`src/rtl/output_act_buffer.sv`:
```
// Output activation buffer: captures P accumulator lanes per beat, applies ReLU/rescale/saturate,
// serialises them through a first-word-fall-through FIFO and marks every M-th word with out_last.
module output_act_buffer #(
  parameter int M     = 8,
  parameter int T     = 12,
  parameter int P     = 1,
  parameter int ACC_W = 24,
  parameter int FRAC  = 0,
  parameter int DEPTH = 4
) (
  input  logic               clk,
  input  logic               reset_n,
  input  logic               in_valid,
  output logic               in_ready,
  input  logic [P*ACC_W-1:0] in_data,
  input  logic               relu_en,
  output logic               out_valid,
  input  logic               out_ready,
  output logic [T-1:0]       out_data,
  output logic               out_last
);

  localparam int LPW   = (P > 1) ? $clog2(P) : 1;
  localparam int AW    = $clog2(DEPTH);
  localparam int CNT_W = AW + 1;
  localparam int EW    = (M > 1) ? $clog2(M) : 1;

  localparam logic signed [ACC_W-1:0] SAT_MAX = $signed({{(ACC_W-T+1){1'b0}}, {(T-1){1'b1}}});
  localparam logic signed [ACC_W-1:0] SAT_MIN = $signed({{(ACC_W-T+1){1'b1}}, {(T-1){1'b0}}});

  typedef enum logic [0:0] {
    IDLE  = 1'b0,
    DRAIN = 1'b1
  } state_t;

  // ReLU, arithmetic rescale and saturation of one accumulator lane
  function automatic logic [T-1:0] act_f(input logic [ACC_W-1:0] x, input logic relu);
    logic signed [ACC_W-1:0] v;
    logic signed [ACC_W-1:0] y;
    logic [T-1:0]            r;
    if (relu && x[ACC_W-1]) begin
      v = '0;
    end else begin
      v = $signed(x);
    end
    y = v >>> FRAC;
    if (y > SAT_MAX) begin
      r = SAT_MAX[T-1:0];
    end else if (y < SAT_MIN) begin
      r = SAT_MIN[T-1:0];
    end else begin
      r = y[T-1:0];
    end
    return r;
  endfunction

  state_t               state_r;
  state_t               state_nxt_s;
  logic [P*ACC_W-1:0]   lanes_r;
  logic [LPW-1:0]       lane_ptr_r;
  logic [T-1:0]         mem_r [DEPTH];
  logic [AW-1:0]        wr_ptr_r;
  logic [AW-1:0]        rd_ptr_r;
  logic [CNT_W-1:0]     count_r;
  logic [EW-1:0]        elem_cnt_r;
  logic [ACC_W-1:0]     cur_lane_s;
  logic                 full_s;
  logic                 empty_s;
  logic                 push_s;
  logic                 pop_s;
  logic                 accept_s;
  logic                 last_lane_s;

  assign in_ready    = reset_n & (state_r == IDLE);
  assign accept_s    = in_valid & in_ready;
  assign full_s      = (count_r == CNT_W'(DEPTH));
  assign empty_s     = (count_r == {CNT_W{1'b0}});
  assign out_valid   = ~empty_s;
  assign pop_s       = out_valid & out_ready;
  // A full FIFO may still take a word in the same cycle one leaves it.
  assign push_s      = (state_r == DRAIN) & (~full_s | pop_s);
  assign last_lane_s = (lane_ptr_r == LPW'(P - 1));
  assign out_data    = mem_r[rd_ptr_r];
  assign out_last    = out_valid & (elem_cnt_r == EW'(M - 1));

  // Select the captured lane currently being drained
  always_comb begin
    cur_lane_s = lanes_r[ACC_W-1:0];
    for (int i = 1; i < P; i++) begin
      cur_lane_s = (lane_ptr_r == LPW'(i)) ? lanes_r[i*ACC_W +: ACC_W] : cur_lane_s;
    end
  end

  // Next-state logic
  always_comb begin
    state_nxt_s = state_r;
    case (state_r)
      IDLE: begin
        if (accept_s) begin
          state_nxt_s = DRAIN;
        end else begin
          state_nxt_s = IDLE;
        end
      end
      DRAIN: begin
        if (push_s && last_lane_s) begin
          state_nxt_s = IDLE;
        end else begin
          state_nxt_s = DRAIN;
        end
      end
      default: state_nxt_s = IDLE;
    endcase
  end

  // State register, beat capture and lane pointer
  always_ff @(posedge clk or negedge reset_n) begin
    if (!reset_n) begin
      state_r    <= IDLE;
      lanes_r    <= '0;
      lane_ptr_r <= '0;
    end else begin
      state_r <= state_nxt_s;
      if (accept_s) begin
        lanes_r    <= in_data;
        lane_ptr_r <= '0;
      end else if (push_s) begin
        lane_ptr_r <= last_lane_s ? {LPW{1'b0}} : lane_ptr_r + LPW'(1);
      end
    end
  end

  // FIFO storage, pointers and occupancy
  always_ff @(posedge clk or negedge reset_n) begin
    if (!reset_n) begin
      for (int i = 0; i < DEPTH; i++) begin
        mem_r[i] <= '0;
      end
      wr_ptr_r <= '0;
      rd_ptr_r <= '0;
      count_r  <= '0;
    end else begin
      if (push_s) begin
        mem_r[wr_ptr_r] <= act_f(cur_lane_s, relu_en);
        wr_ptr_r        <= wr_ptr_r + AW'(1);
      end
      if (pop_s) begin
        rd_ptr_r <= rd_ptr_r + AW'(1);
      end
      case ({push_s, pop_s})
        2'b10:   count_r <= count_r + CNT_W'(1);
        2'b01:   count_r <= count_r - CNT_W'(1);
        default: count_r <= count_r;
      endcase
    end
  end

  // Output word position within the current M-word vector
  always_ff @(posedge clk or negedge reset_n) begin
    if (!reset_n) begin
      elem_cnt_r <= '0;
    end else if (pop_s) begin
      elem_cnt_r <= (elem_cnt_r == EW'(M - 1)) ? {EW{1'b0}} : elem_cnt_r + EW'(1);
    end
  end

endmodule

```
`config.mk`:
```
export PLATFORM = sky130hd
export DESIGN_NAME = output_act_buffer
export DESIGN_NICKNAME = d
export VERILOG_FILES = /design/src/rtl/output_act_buffer.sv
export SDC_FILE = /design/constraint.sdc
export NUM_CORES = 1
export LEC_CHECK = 0
export ABC_CLOCK_PERIOD_IN_PS = 5970
export CAP_MARGIN = 20
export CORE_ASPECT_RATIO = 0.5
export CORE_MARGIN = 3
export CORE_UTILIZATION = 64
export CTS_CLUSTER_SIZE = 24
export DETAILED_ROUTE_END_ITERATION = 6
export DONT_BUFFER_PORTS = 1
export PLACE_DENSITY = 0.8
export SYNTH_ARGS = -nofsm -noshare
export SYNTH_HDL_FRONTEND = slang
export SYNTH_SLANG_ARGS = --single-unit
export TNS_END_PERCENT = 10
```
`constraint.sdc`:
```
create_clock -name clk -period 5.97 [get_ports clk]
set_clock_uncertainty 0.2 [all_clocks]
set_input_delay 1.791 -clock clk [delete_from_list [all_inputs] [get_ports clk]]
set_output_delay 1.791 -clock clk [all_outputs]
set_load 0.1 [all_outputs]
```
Word-level counts from Yosys, hierarchy flattened:

Index checks and enable logic that the tools add are counted.

* add/subtract/negate cells: 6
* magnitude comparators: 5
* equal/unequal tests: 4
* mux-type cells: 19
* bitwise logic cells: 12
* reduce and logical (&&, ||, !) cells: 6

Operators by type and width (number)
* 2-to-1 mux 12 bit: 6
* bitwise mux 48 bit: 1
* 2-to-1 mux 24 bit: 2
* binary-select mux 12 bit (select 2 bit): 1
* demux 12 bit (select 2 bit): 1
* > comparator 24 x 12 -> 1 bit, second input constant: 1
* < comparator 24 x 12 -> 1 bit, second input constant: 1
* adder 3 x 1 -> 3 bit, second input constant: 2
* equality test 3 bit, second input constant: 2
* >= comparator 3 bit, second input constant: 2
* inverter 2 -> 3 bit: 2
* one-hot mux 3 bit (2 select lines): 1
* AND 1 bit: 5
* 2-to-1 mux 1 bit: 5
* adder 2 x 1 -> 2 bit, second input constant: 2
* inverter 1 bit: 4
* nonzero test 2 bit: 2
* logical AND 1 bit: 3
* logical NOT 3 bit: 1
* < comparator 3 x 1 -> 1 bit, second input constant: 1
* 2-to-1 mux 3 bit: 1
* subtractor 3 x 1 -> 3 bit, second input constant: 1
* equality test 2 x 1 -> 1 bit, second input constant: 1
* equality test 2 bit, second input constant: 1
* other kinds (3): 3

* register bits after elaboration: 84
* bits of input ports: 29
* output and inout port bits: 15

Longest topological paths before layout:

* word-level depth: 11
* depth in mapped cells: 7
* depth with buffers taken out: 6

Worst setup path after synthesis:

OpenSTA, ideal clock, no wires.

* kind: in2out
* start point: input port reset_n
* end point: output port in_ready
* arrival: 3.156 ns
* required time: 3.979 ns
* setup slack: 0.823 ns
* stages: 1
* buffers on the path: 0
* cells stage by stage: nor2b_1

* word-level cells in the longest chain between the ends: 1

Ends and longest elaborated chain
* from (decl): line 12 `input logic reset_n,`
* AND 1 bit: line 74 `assign in_ready = reset_n & (state_r == IDLE);`
* to (decl): line 14 `output logic in_ready,`

Every way passes these cells.

Worst setup path after layout:

* start point: register count_r[0]
* end point: output port out_last

* word-level cells in the longest chain between the ends: 3

Ends and longest elaborated chain
* from (decl): line 64 `logic [CNT_W-1:0] count_r;`
* from (signal assigned): line 151 `2'b10: count_r <= count_r + CNT_W'(1);`
* from (signal assigned): line 152 `2'b01: count_r <= count_r - CNT_W'(1);`
* from (signal assigned): line 153 `default: count_r <= count_r;`
* logical NOT 3 bit: line 77 `assign empty_s = (count_r == {CNT_W{1'b0}});`
* inverter 1 bit: line 78 `assign out_valid = ~empty_s;`
* named net out_valid: line 17 `output logic out_valid,`
* AND 1 bit: line 84 `assign out_last = out_valid & (elem_cnt_r == EW'(M - 1));`
* to (decl): line 20 `output logic out_last`

The timed path passes the listed nets, and every way through them passes these cells.

==> results.py <==
metrics = {
    "pwr": {
        "ir_drop_mv": 0.427,
        "p_per_area_nw_per_um2": 662,
        "power.leakage_uw": 0.00181,
        "total_power_uw": 3100,
    },
    "worst_setup_path": {
        "r2r_end": "count_r[2]$_DFFE_PN0P_",
        "r2r_start": "count_r[1]$_DFFE_PN0P_",
        "cp.required_ns": 3.98,
        "crit_type": "reg2out",
        "rrSetupSlack_ns": 3.19,
        "startpoint": "count_r[0]$_DFFE_PN0P_",
        "crit_arrival_ns": 2.57,
        "endpoint": "out_last",
        "rr_worst_depth": 6,
        "crit_path_start_kind": "flop",
        "end_kind": "primary output",
        "path_max_fanout": 9,
    },
    "hold_path": {
        "worstHoldPathType": "reg2reg",
        "whs_path_depth": 2,
    },
    "finish": {
        "areaGrowthSynthToFinish_pct": 7.54,
        "drive_above_1_share": 0.264,
        "multi_input_area_um2": 2050,
        "n_fill_cell": 418,
        "seqCellArea_um2": 2080,
        "final_common_cell": "dfrtp_1",
        "final_cell_mix": "dfrtp_1 (83), nand3_1 (46), o21ai_0 (44)",
        "postLayoutCoreUtil": 0.741,
        "final_nets": 379,
        "num_antenna_cells": 0,
    },
    "placed_design": {
        "gp_congestion": 0.881,
        "io_buffers": 0,
        "hpwl_mm": 6.29,
    },
    "synth": {
        "ys.flop_type": "dfrtp_1",
        "yosysTopAreaCellShare": 0.476,
        "syn_nets": 405,
        "yosys.area.top_type": "dfrtp_1",
        "synthArstFlopShare": 1.00,
        "synthTopCellsByArea": "dfrtp_1 (48%), mux2_2 (7.7%), o221ai_2 (6.9%), mux4_2 (6.2%), nand3_1 (5.3%)",
        "synth_seq_area_share": 0.476,
        "ys_ff_latch": 83,
        "synth_cell_types": 42,
        "synth-edff-count": 0,
        "syn_inst": 369,
        "synth_warnings": 0,
        "syn_area_per_cell_um2": 11.8,
        "synth_area_um2": 4360,
    },
    "clock_network": {
        "htree_levels": 3,
        "cts_setup_buffers": 0,
        "clock_latency_ns": 0.34,
        "cts.sinks": 83,
        "max-clock-path-buffers": 2,
        "cts.clk_slew.worst_paths_ns": 0.06,
        "cts_tree": "built",
        "cts_resized": 0,
        "cts-root-buf": "clkbuf_16",
        "cts-buffers-inserted": 9,
        "hold_buffers": 0,
    },
    "drt": {
        "vias": 3233,
        "ant_nets": 0,
        "vias_per_cell": 7.42,
        "drc": 0,
        "dr.pass1.iters": 5,
        "drtIter0Drc": 500,
        "routedWlPerCell_um": 24.2,
        "wirelength_mm": 10.6,
    },
    "global_route": {
        "antenna_found_initial": 0,
        "grt.total_usage": 0.289,
        "grt_max_degree": 85,
        "grt_pass1_wl_mm": 17.3,
        "grt_pass1_vias": 3342,
        "gr-total-overflow": 0,
    },
    "sta": {
        "fin_crit_sh": 0.764,
        "finalCriticalPeriod_ns": 4.56,
        "max-slew-margin-rel": 0.285,
        "fmaxAchievable_mhz": 219,
        "slew_violations": 0,
        "fin_setup_tns_ns": 0,
        "rsz0062_at_grt": "false",
        "hold_viol_final": 0,
        "tightestPinTransition_ns": 1.07,
        "setup_viol": 0,
    },
    "die": {
        "start_util": 0.689,
        "die_area_um2": 7900,
        "io-pin-count": 44,
        "die_y_um": 64.4,
        "die_w_um": 123,
        "core_um2": 6330,
        "num_rows": 20,
    },
    "run": {
        "maxCapViolations": 0,
    },
    "outcome": {
        "status": "complete, no violations",
    },
}
## synthesized netlist by cell type (all sizes together), types with 2 or more instances
cell type / number
and2: 5
and3: 2
buf: 26
clkbuf: 15
dfrtp: 83
ha: 6
inv: 6
mux2: 30
mux4: 12
nand2: 13
nand3: 46
nand3b: 2
nand4: 2
nor2b: 2
nor4: 3
nor4b: 2
o2111ai: 2
o21ai: 47
o221ai: 44
or2: 2
xnor2: 2
xor2: 3
## per-layer routing
metal,wire length [um],track usage
met5,0,0
met4,231,0.132
met3,1350,0.121
met2,4850,0.418
met1,4140,0.381
## power breakdown
group,internal [uW],switching [uW],total [uW],leakage (uW)
Clock,442,218,660,0.000179
Sequential,791,220,1010,0.00101
Combinational,403,1030,1430,0.000625
## cell families (layout without fill, tap and decap cells)
group,count (synthesis),count (layout),synth area share
compound gates,99,99,0.187
buf+inv,47,26,0.0568
simple gates,86,86,0.109
fa+ha+maj,7,7,0.0218
xor+xnor,5,5,0.0100
flops,83,83,0.476
mux,42,42,0.139
## registers in the layout, indices dropped and copies added (netlist names)
register and count:
mem_r 48, elem_cnt_r 3, rd_ptr_r 2, cur_lane_s 24, state_r 1, wr_ptr_r 2, count_r 3
## worst max-delay path: stages, from the launching register on
cell and delay (ns):
dfrtp_1 0.53, or3_1 0.83, and2_1 0.88
## layout make-up
| type | count | share of cell area |
|---|---|---|
| Multi-Input combinational cell | 239 | 0.437 |
| Timing Repair Buffer | 4 | 0.0149 |
| Sequential cell | 83 | 0.443 |
| Tap cell | 88 | 0.0235 |
| Clock buffer | 12 | 0.0568 |
| Inverter | 6 | 0.00480 |
| Clock inverter | 4 | 0.0203 |
## through the flow
stage               cell area [um2]  std cells  hold slack (ns)  setup slack [ns]
finish                         4690        436            0.288              1.41
global route                   4690        436            0.323              1.34
CTS                            4640        434            0.299              1.40
detailed placement             4270        418            0.286              1.75
global placement               4270        418            0.267              1.75
floorplan                      4360        369            0.254             0.823
## how the worst min path moves through the flow
stage | from | endpoint | slack (ns)
global route | elem_cnt_r[1]$_DFFE_PN0N_ | elem_cnt_r[1]$_DFFE_PN0N_ | 0.32
CTS | elem_cnt_r[1]$_DFFE_PN0N_ | elem_cnt_r[1]$_DFFE_PN0N_ | 0.30
global placement | elem_cnt_r[1]$_DFFE_PN0N_ | elem_cnt_r[1]$_DFFE_PN0N_ | 0.27
floorplan | elem_cnt_r[1]$_DFFE_PN0N_ | elem_cnt_r[1]$_DFFE_PN0N_ | 0.25
detailed placement | elem_cnt_r[1]$_DFFE_PN0N_ | elem_cnt_r[1]$_DFFE_PN0N_ | 0.29
finish | elem_cnt_r[1]$_DFFE_PN0N_ | elem_cnt_r[1]$_DFFE_PN0N_ | 0.29
(Power assumes the default switching activity.)
